==> src/rtl/iir_pkg.sv <==
// Shared definitions for the comb IIR filter and its inverse.
//   - FSM state encoding for the inverse filter (IDLE, DIV, DONE)
//   - Default widths and coefficients shared by both ends of the filter path
//   - Saturation limit helpers for a signed output of a given width
package iir_pkg;

  localparam int YW_DEF   = 8;  // filtered sample width
  localparam int XW_DEF   = 4;  // raw / recovered sample width
  localparam int COEF_DEF = 7;  // feed-forward coefficient of the IIR
  localparam int TAPS_DEF = 4;  // feedback delay of the IIR

  typedef enum logic [1:0] {
    IDLE = 2'd0,
    DIV  = 2'd1,
    DONE = 2'd2
  } state_t;

  // Largest positive value of a signed xw-bit number.
  function automatic int sat_hi(input int xw);
    return (1 << (xw - 1)) - 1;
  endfunction

  // Magnitude of the most negative signed xw-bit number.
  function automatic int sat_lo_mag(input int xw);
    return 1 << (xw - 1);
  endfunction

  localparam int X_MAX_DEF = sat_hi(XW_DEF);
  localparam int X_MIN_DEF = -sat_lo_mag(XW_DEF);

endpackage

==> src/rtl/seq_restoring_divider.sv <==
// Sequential restoring divider: unsigned W-bit dividend by a fixed divisor,
// one quotient bit per clock, MSB first.
// Ports:
//   clk, rst   clock and asynchronous active-high reset
//   start      load dividend and begin (ignored while busy)
//   dividend   unsigned W-bit dividend, sampled on start
//   busy       a division is in progress
//   done       final step happens on the coming edge; quotient/remainder are
//              complete after that edge and held until the next start
//   quotient   unsigned W-bit quotient
//   remainder  unsigned W-bit remainder (always < DIVISOR)
module seq_restoring_divider #(
  parameter int W       = 8,
  parameter int DIVISOR = 7
) (
  input  logic         clk,
  input  logic         rst,
  input  logic         start,
  input  logic [W-1:0] dividend,
  output logic         busy,
  output logic         done,
  output logic [W-1:0] quotient,
  output logic [W-1:0] remainder
);

  localparam int CW = $clog2(W);
  localparam logic [W-1:0] DIV_V = W'(DIVISOR);

  // work starts as the dividend and is shifted left each step; quotient bits
  // enter at the LSB, so after W steps it holds the full quotient.
  logic [W-1:0]  work;
  logic [W-1:0]  rem;
  logic [CW-1:0] count;
  logic [W-1:0]  trial;
  logic          fits;

  // The partial remainder never reaches DIVISOR < 2^(W-1), so dropping its
  // MSB on the shift loses nothing.
  assign trial = {rem[W-2:0], work[W-1]};
  assign fits  = (trial >= DIV_V);

  always_ff @(posedge clk or posedge rst) begin
    // NOTE: sequential state uses non-blocking assignments so every register
    // samples pre-edge values regardless of statement order.
    if (rst) begin
      work  <= '0;
      rem   <= '0;
      count <= '0;
      busy  <= 1'b0;
    end else if (start && !busy) begin
      work  <= dividend;
      rem   <= '0;
      count <= CW'(W - 1);
      busy  <= 1'b1;
    end else if (busy) begin
      work <= {work[W-2:0], fits};
      rem  <= fits ? (trial - DIV_V) : trial;
      if (count == '0) begin
        busy <= 1'b0;
      end else begin
        count <= count - 1'b1;
      end
    end
  end

  assign done      = busy && (count == '0);
  assign quotient  = work;
  assign remainder = rem;

endmodule

==> src/rtl/iir_inverse_filter.sv <==
// Inverse of the comb IIR y[n] = COEF*x[n] + y[n-TAPS] (wrapping YW-bit
// output). Recovers x[n] = (y[n] - y[n-TAPS]) / COEF as a signed XW-bit
// sample, with saturation and an inexact/saturated flag.
// Ports:
//   clk, rst  clock and asynchronous active-high reset
//   y_in      filtered sample (signed YW), sampled only on accept
//   y_valid   y_in valid
//   y_ready   block can accept y_in (IDLE only, low during reset)
//   x_out     recovered sample (signed XW)
//   x_err     remainder nonzero or result saturated; qualified by x_valid
//   x_valid   x_out/x_err valid (DONE), held until x_ready
//   x_ready   downstream accepts x_out
module iir_inverse_filter
  import iir_pkg::*;
#(
  parameter int YW   = YW_DEF,
  parameter int XW   = XW_DEF,
  parameter int COEF = COEF_DEF,
  parameter int TAPS = TAPS_DEF
) (
  input  logic          clk,
  input  logic          rst,
  input  logic [YW-1:0] y_in,
  input  logic          y_valid,
  output logic          y_ready,
  output logic [XW-1:0] x_out,
  output logic          x_err,
  output logic          x_valid,
  input  logic          x_ready
);

  localparam logic [YW-1:0] POS_LIM = YW'(sat_hi(XW));
  localparam logic [YW-1:0] NEG_LIM = YW'(sat_lo_mag(XW));
  localparam logic [XW-1:0] X_MAX   = {1'b0, {(XW-1){1'b1}}};
  localparam logic [XW-1:0] X_MIN   = {1'b1, {(XW-1){1'b0}}};

  state_t        state, state_next;
  logic [YW-1:0] d [TAPS];
  logic [YW-1:0] diff;
  logic [YW-1:0] mag;
  logic          neg_q;
  logic          accept;

  logic          div_busy;
  logic          div_done;
  logic [YW-1:0] quotient;
  logic [YW-1:0] remainder;
  logic [XW-1:0] q_low;

  assign y_ready = (state == IDLE) && !div_busy && !rst;
  assign x_valid = (state == DONE);
  assign accept  = y_valid && y_ready;

  // Modular subtraction cancels the IIR's own accumulator wrap.
  assign diff = y_in - d[TAPS-1];
  // Magnitude as unsigned YW bits: the most negative diff maps to 2^(YW-1).
  assign mag  = diff[YW-1] ? (YW'(0) - diff) : diff;

  seq_restoring_divider #(
    .W       (YW),
    .DIVISOR (COEF)
  ) u_div (
    .clk       (clk),
    .rst       (rst),
    .start     (accept),
    .dividend  (mag),
    .busy      (div_busy),
    .done      (div_done),
    .quotient  (quotient),
    .remainder (remainder)
  );

  always_ff @(posedge clk or posedge rst) begin
    if (rst) begin
      state <= IDLE;
    end else begin
      state <= state_next;
    end
  end

  always_comb begin
    // NOTE: every signal written here gets a default first so no path leaves
    // it unassigned, which would otherwise infer a latch.
    state_next = state;
    case (state)
      IDLE: if (accept)   state_next = DIV;
      DIV:  if (div_done) state_next = DONE;
      DONE: if (x_ready)  state_next = IDLE;
      default:            state_next = IDLE;
    endcase
  end

  // Delay line and stored sign advance only on accept.
  always_ff @(posedge clk or posedge rst) begin
    if (rst) begin
      // NOTE: the delay line is reset element by element because its zero
      // state must match the IIR's zeroed feedback taps.
      for (int k = 0; k < TAPS; k++) begin
        d[k] <= '0;
      end
      neg_q <= 1'b0;
    end else if (accept) begin
      d[0] <= y_in;
      for (int k = 1; k < TAPS; k++) begin
        d[k] <= d[k-1];
      end
      neg_q <= diff[YW-1];
    end
  end

  // Result formation from the divider's held quotient and remainder. These
  // only change after a new accept, so x_out/x_err stay stable through DONE.
  always_comb begin
    q_low = quotient[XW-1:0];
    x_out = q_low;
    x_err = (remainder != '0);
    if (!neg_q && (quotient > POS_LIM)) begin
      x_out = X_MAX;
      x_err = 1'b1;
    end else if (neg_q && (quotient > NEG_LIM)) begin
      x_out = X_MIN;
      x_err = 1'b1;
    end else if (neg_q) begin
      x_out = XW'(0) - q_low;
    end
  end

endmodule

==> config.mk <==
export PLATFORM = sky130hd
export DESIGN_NAME = iir_inverse_filter
export DESIGN_NICKNAME = d
export VERILOG_FILES = /design/src/rtl/iir_pkg.sv /design/src/rtl/seq_restoring_divider.sv /design/src/rtl/iir_inverse_filter.sv
export SDC_FILE = /design/constraint.sdc
export NUM_CORES = 1
export LEC_CHECK = 0
export ABC_AREA = 1
export ABC_CLOCK_PERIOD_IN_PS = 4500
export BUFFER_PORTS_ARGS = -buffer_cell sky130_fd_sc_hd__buf_2
export CORE_ASPECT_RATIO = 1.4
export CORE_MARGIN = 2
export CORE_UTILIZATION = 47
export CTS_CLUSTER_DIAMETER = 40
export DETAILED_ROUTE_END_ITERATION = 6
export GPL_TIMING_DRIVEN = 0
export PLACE_DENSITY = 0.74
export SETUP_SLACK_MARGIN = 0.02
export SYNTH_ARGS = -nofsm -noshare
export SYNTH_HDL_FRONTEND = slang
export SYNTH_SLANG_ARGS = --single-unit
==> constraint.sdc <==
create_clock -name clk -period 4.5 [get_ports clk]
set_clock_uncertainty 0.15 [all_clocks]
set_input_delay 0 -clock clk [delete_from_list [all_inputs] [get_ports clk]]
set_output_delay 0 -clock clk [all_outputs]
set_load 0.03 [all_outputs]
Word-level counts from Yosys, hierarchy flattened

Cells that the tools add are included.

Register bits after elaboration: 55
Input port bits: 12
Output and inout bits: 7
Logic and storage cells: 61

Add/subtract/negate cells: 5
Magnitude comparators: 3
Equality and inequality tests: 6
Multiplexer cells: 21
Reduce and logical (&&, ||, !) cells: 16

Operator list:

| cell                                                                                 | number |
|---|---|
| 8-bit two-way mux                                                                    | 6 |
| 4-bit two-way mux                                                                    | 3 |
| 3-bit two-way mux                                                                    | 3 |
| 8-bit by 3-bit greater-or-equal comparator with 1-bit output (second input constant) | 1 |
| 8-bit by 3-bit greater-than comparator with 1-bit output (second input constant)     | 1 |
| 8-bit by 4-bit greater-than comparator with 1-bit output (second input constant)     | 1 |
| 8-bit nonzero test                                                                   | 1 |
| 1-bit by 8-bit subtractor with 8-bit output (first input constant)                   | 1 |
| 8-bit by 3-bit subtractor with 8-bit output (second input constant)                  | 1 |
| 8-bit subtractor                                                                     | 1 |
| 1-bit logical AND                                                                    | 7 |
| 2-bit two-way mux                                                                    | 3 |
| 2-bit by 1-bit inequality test with 1-bit output (second input constant)             | 3 |
| 2-bit one-hot mux with 3 select lines                                                | 1 |
| 1-bit two-way mux                                                                    | 5 |
| 1-bit by 4-bit subtractor with 4-bit output (first input constant)                   | 1 |
| 1-bit zero test                                                                      | 3 |
| 3-bit zero test                                                                      | 1 |
| 3-bit AND reduction                                                                  | 1 |
| 3-bit by 1-bit subtractor with 3-bit output (second input constant)                  | 1 |
| 2-bit by 1-bit equality test with 1-bit output (second input constant)               | 1 |
| 2-bit equality test (second input constant)                                          | 1 |
| 2-bit zero test                                                                      | 1 |
| 2-bit inequality test (second input constant)                                        | 1 |
| other kinds (2)                                                                      | 2 |

Logic depth before layout (Yosys ltp)

Gate-level depths: netlist (run 1).

Word-level depth: 7
Depth in mapped cells: 17
Gate-level depth less buffers: 17

Hierarchy

From an unflattened synthesis (run 1), not the netlist that was laid out.

Cells, all modules: 409
Area total of the unflattened synthesis: 3220.6 um2

By module, submodules not included:

| module                | instances | cells each | area each (um2) | sequential area each (um2) |
|---|---|---|---|---|
| iir_inverse_filter    | 1         | 270        | 2079.5          | 875.8 |
| seq_restoring_divider | 1         | 139        | 1141.1          | 500.5 |

Least setup slack after synthesis (run 1)

Ideal clock, no wire load.

Path type: input -> register
From: in rst
To: reg u_div.rem[5] (netlist: u_div.remainder[5])
Library setup time: 0.122 ns
Arrival: 2.445 ns
Setup slack: 1.783 ns
Stages: 8
Buffers on the path: 1
Cell sequence: inv_1 -> nand3_1 -> nor2_2 -> nand2_2 -> nand2_4 -> inv_2 -> buf_2 -> a32o_1

Word-level cells in the longest chain between the ends: 5

RTL lines:

| element                                                        | RTL line                    | RTL |
|---|---|---|
| from (decl)                                                    | iir_inverse_filter.sv:22    | `input logic rst,` |
| 1-bit zero test (no line) *                                    | --                          |  |
| 1-bit logical AND *                                            | iir_inverse_filter.sv:50    | `assign y_ready = (state == IDLE) && !div_busy && !rst;` |
| net y_ready                                                    | iir_inverse_filter.sv:25    | `output logic y_ready,` |
| 1-bit logical AND *                                            | iir_inverse_filter.sv:52    | `assign accept = y_valid && y_ready;` |
| 1-bit logical AND *                                            | seq_restoring_divider.sv:50 | `end else if (start && !busy) begin` |
| 8-bit two-way mux / 2-bit nonzero test (equally long branches) | --                          |  |
| to (signal assigned)                                           | seq_restoring_divider.sv:57 | `rem <= fits ? (trial - DIV_V) : trial;` |
| to (decl)                                                      | seq_restoring_divider.sv:32 | `logic [W-1:0] rem;` |

The timed path passes the listed nets; every way through them passes the cells marked *.
A chain may end at the register's enable or synchronous reset.

Worst setup path after layout (run 1)

From: reg d[0] (netlist name)
To: reg u_div.work[6] (netlist: u_div.quotient[6])

Word-level cells in the longest chain between the ends: 4

RTL lines:

| element                                     | RTL line                    | RTL |
|---|---|---|
| from (decl)                                 | iir_inverse_filter.sv:38    | `logic [YW-1:0] d [TAPS];` |
| from (signal, indexed assignment)           | iir_inverse_filter.sv:105   | `d[k] <= d[k-1];` |
| 8-bit subtractor *                          | iir_inverse_filter.sv:55    | `assign diff = y_in - d[TAPS-1];` |
| 1-bit by 8-bit subtractor with 8-bit output | iir_inverse_filter.sv:57    | `assign mag = diff[YW-1] ? (YW'(0) - diff) : diff;` |
| 8-bit two-way mux *                         | iir_inverse_filter.sv:57    |  |
| 8-bit two-way mux *                         | seq_restoring_divider.sv:50 |  |
| to (signal assigned)                        | seq_restoring_divider.sv:51 | `work <= dividend;` |
| to (signal assigned)                        | seq_restoring_divider.sv:56 | `work <= {work[W-2:0], fits};` |
| to (decl)                                   | seq_restoring_divider.sv:31 | `logic [W-1:0] work;` |

Mark *: on every way between the ends. The rest lies on a longest branch, timed or not.

==> results of run 1 <==
final timing paths:
kind,start,endpoint,slack [ns],depth (start not counted)
setup / recovery,d[0],u_div.quotient[6],2.13,16
hold / removal,y_valid,u_div.remainder[4],0.02,4
setup reg to reg,d[0],u_div.quotient[6],2.13,16
hold reg to reg,d[22],d[14],0.33,2
max in group asynchronous,rst,d[21],3.51,4
min in group asynchronous,rst,d[23],0.13,3
layout by cell type (no fill, tap or decap), types with 3 or more instances in the layout:
cell / count
inv_2: 5
o21ai_0: 25
nor4_1: 3
nand2_2: 9
a21oi_1: 6
nor2_2: 3
nand3_1: 25
inv_1: 47
dfrtp_1: 55
nand2_1: 144
buf_2: 23
nor3_1: 4
nor2_1: 15
clkbuf_1: 5
nand4_1: 4
dlygate4sd3_1: 10
o22ai_1: 3
ha_1: 12
xor2_1: 8
clkbuf_8: 7
per-layer routing:
metal  track usage (%)  part of all wire [%]
met5                 0                     0
met4             6.096                   1.4
met3             3.242                   2.8
met2             37.19                    53
met1             22.01                    43
worst min-delay path: stages:
cell     delay (ns)
buf_2          0.09
nand2_2        0.14
nand2_4        0.14
o21ai_0        0.08
kinds of logic (layout without fill, tap and decap cells):
kind of cell | Yosys count | count (layout) | share of synthesized area, %
simple gates | 210 | 210 | 28.87
buf+inv | 63 | 100 | 8.411
flops | 55 | 55 | 44.92
compound gates | 50 | 50 | 9.678
fa+ha+maj | 13 | 13 | 5.553
xor+xnor | 9 | 9 | 2.573
cell usage after synthesis (4+ instances only):
cell	n	area share [%]
nand2_2	9	1.8
inv_1	48	5.9
o21ai_0	25	4.1
ha_1	12	4.9
inv_2	4	0.49
nand3_1	25	4.1
clkbuf_1	4	0.49
buf_2	5	0.82
nand4_1	4	0.82
a21oi_1	6	0.98
dfrtp_1	55	45
nor3_1	4	0.65
nor2_1	15	1.8
xor2_1	8	2.3
nand2_1	144	18
stage by stage:
stage | cells | utilization (%) | cell area [um2]
floorplan | 400 | - | 3064
global placement | 490 | 51.88 | 3244
detailed placement | 491 | 52.20 | 3264
CTS | 509 | 55.40 | 3465
global route | 509 | 55.40 | 3465
finish | 509 | 55.40 | 3465
what timing repair did:
| action | CTS | global route |
|---|---|---|
| hold buffers | 10 | 0 |
| endpoints found under the hold margin | 33 | 0 |
| resized for setup | 0 | 0 |
power by group through the flow:
stage          combinational, W  sequential, W  clock, W
3_3_place_gp            0.00118       0.000856         0
4_1_cts                 0.00123       0.000856  0.000305
3_5_place_dp            0.00122       0.000864         0
2_1_floorplan          0.000986       0.000826         0
6_report                0.00122       0.000859  0.000299
5_1_grt                 0.00141       0.000886  0.000322
final cells by class:
cell class,instances,area (um2),share of cell area (%)
Buffer,11,62.56,1.806
Clock buffer,8,100.1,2.889
Multi-Input combinational cell,282,1430,41.28
Inverter,52,195.2,5.634
Tap cell,72,90.09,2.600
Timing Repair Buffer,29,210.2,6.067
Sequential cell,55,1376,39.73
flip-flops by register name, summed over array words and instances (netlist names):
name             count
d                   32
u_div.quotient       8
u_div.count          3
u_div.remainder      8
u_div.busy           1
neg_q                1
state                2
==> flow_summary_export.csv, run 1 <==
group,metric,value,unit
placement,pre_cts_ws,2.134,ns
sta,hold_viol_final,0,
synthesis,post_synth.cell_area_avg,7.660,um2
sta,worst_slack,2.130,ns
power_and_ir_drop,comb_power_share,51.3,%
power_and_ir_drop,switching_share,45.17,%
power_and_ir_drop,vdd_drop_max,0.0002882,V
setup_path,cpMostUsedCell,"nand2_1",
synthesis,ys.flop_type,"dfrtp_1",
sta,setup_tns,0,ns
cts,cts_setup_buffers,0,
die,die-area,0.007190,mm2
sta,tightestPinTransition,0.5482,ns
synthesis,ys_ff_latch,55,
sta,finalHoldWorstSlack,0.02032,ns
power_and_ir_drop,power_frac_clock,12.6,%
sta,slew_viol_final,0,
placement,hpwl,4622,um
setup_path,crit_path_end_kind,"register",
setup_path,path_max_fanout,4,
synthesis,synth_nets,425,
synthesis,syn_inst,400,
layout,drive_above_1_share,12.13,%
synthesis,synthArstFlopShare,100.0,%
global_routing,grt_max_degree,33,
cts,path_clk_slew,0.10,ns
cts,ctsRootBufferMaster,"clkbuf_8",
layout,antennaDiodeCount,0,
die,rows,34,
synthesis,yosysSeqAreaShare,44.92,%
setup_path,worst-path-buf-inv,3,
synthesis,yosysWarnings,0,
status,outcome,"finished, final reports clean",
global_routing,track_usage,19.71,%
sta,finalCritPeriodShare,52.66,%
synthesis,synth_area,0.003064,mm2
cts,cts_htree_levels,2,
setup_path,cp.required,4.57,ns
die,fp.dieH,99.54,um
detailed_routing,first_pass_iters,4,
detailed_routing,vias_per_cell,5.173,
cts,clock-sinks,55,
layout,syn_to_final_growth,13.07,%
power_and_ir_drop,powerDensity,686.8,mW/mm2
sta,fmax,422.0,MHz
setup_path,critPathLaunchType,"register",
job,maxCapViolations,0,
die,initial_core_util,49.00,%
synthesis,synth_edf_count,0,
power_and_ir_drop,leakagePower,1.857,nW
sta,min_period,2.370,ns
detailed_routing,dr_total_vias,2633,
synthesis,ys_types,35,
global_routing,grt_pass1_wl,11220,um
setup_path,crit_type,"reg -> reg",
setup_path,cp_slowest_cell,"fa_1",
setup_path,max_stage_delay,0.42,ns
layout,fin_nets,461,
detailed_routing,wl,6332,um
sta,rsz0062_at_grt,"no",
global_routing,grt_pass1_vias,2618,
placement,portBuffers,18,
die,ioPinCount,19,
cts,clock_latency,0.31,ns
detailed_routing,ant_nets,0,
cts,cts_max_path_buffers,2,
setup_path,cp_top_family,"adder cells",
setup_path,crit_chain,"ha_1 > inv_1 > fa_1 > inv_1 > ha_1 > inv_1 > nor2_2 > nand2_2 > nor2_1 > nand2_1 > nand2_1 > nand2_1 > nand2_1 > nand2_1 > nand2_1 > nand2_1",
global_routing,antenna_found_initial,0,
placement,place_congestion,0.9060,
die,core,0.006254,mm2
detailed_routing,drtIter0Drc,129,
cts,cts_tree,"yes",
sta,setup_viol,0,
detailed_routing,drc_errors,0,
power_and_ir_drop,p_int,0.001305,W
sta,slew_headroom,63.40,%
min_path,hold_class,"in -> reg",
detailed_routing,wire_per_inst,12.44,um
global_routing,overflow,0,
cts,cts_made_buffers,5,
power_and_ir_drop,p_sw,0.001075,W
power_and_ir_drop,p_seq_share,36.1,%
die,die_x,72.24,um
power_and_ir_drop,total_power,0.002379,W
layout,fillers,600,
setup_path,cp.arrival,2.44,ns
Note: power is estimated with default switching activity, not from simulation.
==> run 2: changes to the inputs <==
ABC_CLOCK_PERIOD_IN_PS = 2000   (was 4500)
PLACE_DENSITY = 0.77   (was 0.74)
clock period = 2 ns   (was 4.5 ns; I/O delays follow)
==> flow_summary_export.csv, run 2 (synthesis results as in run 1) <==
group,metric,value,unit
global_routing,overflow,0,
sta,slew_viol_final,0,
die,rows,34,
sta,setup_viol,6,
global_routing,grt_max_degree,29,
global_routing,grt_pass1_wl,11560,um
detailed_routing,ant_nets,0,
setup_path,crit_path_end_kind,"register",
cts,path_clk_slew,0.09,ns
placement,place_congestion,0.9043,
power_and_ir_drop,p_seq_share,33.1,%
setup_path,path_max_fanout,3,
detailed_routing,vias_per_cell,5.299,
die,initial_core_util,49.00,%
sta,rsz0062_at_grt,"yes",
setup_path,cp.required,2.05,ns
job,maxCapViolations,0,
layout,fillers,542,
sta,fmax,450.3,MHz
status,violations,"negative setup slack",
cts,cts_htree_levels,2,
sta,slew_headroom,59.10,%
cts,cts_tree,"yes",
sta,tightestPinTransition,0.6121,ns
power_and_ir_drop,vdd_drop_max,0.0008543,V
power_and_ir_drop,total_power,0.005855,W
setup_path,critPathLaunchType,"register",
detailed_routing,wire_per_inst,13.28,um
placement,dpl.cell_count,490,
setup_path,rrSetupSlack,-0.22,ns
placement,hpwl,4578,um
setup_path,cp.arrival,2.27,ns
power_and_ir_drop,comb_power_share,55.6,%
layout,syn_to_final_growth,21.11,%
sta,finalHoldWorstSlack,0.04760,ns
cts,clock_latency,0.30,ns
sta,hold_viol_final,0,
sta,setup_tns,-0.7965,ns
power_and_ir_drop,power_frac_clock,11.3,%
detailed_routing,drc_errors,0,
layout,top_register,"d",
sta,min_period,2.221,ns
power_and_ir_drop,leakagePower,1.922,nW
layout,drive_above_1_share,20.00,%
layout,mostFrequentLayoutCells,"143 x nand2_1, 55 x dfrtp_1, 42 x inv_1",
power_and_ir_drop,switching_share,45.24,%
layout,antennaDiodeCount,0,
min_path,hold_class,"in -> reg",
status,outcome,"complete, but fails checks",
detailed_routing,wl,6933,um
layout,fin_nets,474,
detailed_routing,first_pass_iters,5,
layout,finish.utilization,59.34,%
global_routing,antenna_found_initial,0,
power_and_ir_drop,powerDensity,1578,mW/mm2
cts,cts_made_buffers,5,
power_and_ir_drop,p_sw,0.002649,W
detailed_routing,dr_total_vias,2766,
cts,cts_max_path_buffers,2,
die,ioPinCount,19,
sta,worst_slack,-0.2205,ns
layout,final_common_cell,"nand2_1",
placement,portBuffers,18,
die,die_x,72.24,um
die,fp.dieH,99.54,um
setup_path,crit_type,"reg -> reg",
layout,largest_register_ffs,32,
power_and_ir_drop,p_int,0.003206,W
die,core,0.006254,mm2
layout,fin_cells,522,
sta,finalCritPeriodShare,111.0,%
die,die-area,0.007190,mm2
global_routing,grt_pass1_vias,2750,
detailed_routing,drtIter0Drc,158,
cts,clock-sinks,55,
cts,ctsRootBufferMaster,"clkbuf_8",
global_routing,track_usage,20.11,%
[run 2: cell types whose count changed in the layout (fill, tap and decap cells not counted), moves of 2 or more]
cell	change
nor2_4	+2
inv_1	-5
nor3_1	-2
nand3_2	+3
clkinvlp_4	+2
ha_1	-7
nor2_2	+3
ha_2	+2
ha_4	+5
buf_4	+11
nand3_1	-3
inv_2	+3
nor2_1	-5
[run 2: final timing paths]
path                       cells past startpoint    start            endpoint
min in group asynchronous                      3      rst               d[19]
setup / recovery                              16     d[0]   u_div.quotient[6]
setup reg to reg                              16     d[0]   u_div.quotient[6]
max in group asynchronous                      3      rst               d[31]
hold reg to reg                                2    d[31]               d[23]
hold / removal                                 4  y_valid  u_div.remainder[4]
[run 2: per-layer routing]
| layer | global-route usage, % | wire length (um) | up-vias | part of all wire [%] |
|---|---|---|---|---|
| li1 | - | - | 1379 | - |
| met3 | 3.242 | 272 | 15 | 3.9 |
| met2 | 37.61 | 3632 | 63 | 52 |
| met5 | 0 | 0 | - | 0 |
| met4 | 6.386 | 149 | 0 | 2.1 |
| met1 | 22.76 | 2877 | 1309 | 41 |
[run 2: timing repair]
item / CTS / global route
buffers inserted: 5 / 7
gates cloned: 1 / 1
endpoints found under the hold margin: 64 / 0
pin swaps: 10 / 11
gates resized for setup: 6 / 21
endpoints found under the setup margin: 52 / 12
hold buffers: 11 / 0
[run 2: area by class of cell]
| cell class | count | area [um2] | area share, % |
|---|---|---|---|
| Clock buffer | 8 | 100.1 | 2.697 |
| Tap cell | 72 | 90.09 | 2.428 |
| Timing Repair Buffer | 41 | 304.0 | 8.193 |
| Multi-Input combinational cell | 282 | 1569 | 42.28 |
| Sequential cell | 55 | 1376 | 37.09 |
| Buffer | 11 | 62.56 | 1.686 |
| Inverter | 52 | 201.4 | 5.428 |
| Timing Repair inverter | 1 | 7.507 | 0.2023 |
[run 2: through the flow]
stage	worst slack (ns)	instance area [um2]
after floorplan	-0.05993	3093
after global placement	-0.5526	3273
after detailed placement	-0.6615	3273
after CTS	-0.1911	3561
after global routing	-0.3456	3711
final	-0.2205	3711
[run 2: worst max-delay path, cell delays in order (launching register included)]
cell and delay, ns:
dfrtp_1 0.40, ha_2 0.18, inv_2 0.06, fa_2 0.43, inv_2 0.10, ha_4 0.14, inv_2 0.04, nor2_2 0.09
nand2_2 0.07, nor2_1 0.09, nand2_1 0.07, nand2_1 0.06, nand2_1 0.04, nand2_1 0.06, nand2_1 0.05, nand2_1 0.05
nand2_1 0.05
[run 2: power groups by stage]
stage	sequential [W]	clock [W]	combinational (W)
after global placement	0.00193	0	0.00270
final	0.00194	0.000661	0.00325
after global routing	0.00201	0.000714	0.00367
after floorplan	0.00186	0	0.00226
after CTS	0.00193	0.000674	0.00295
after detailed placement	0.00195	0	0.00280
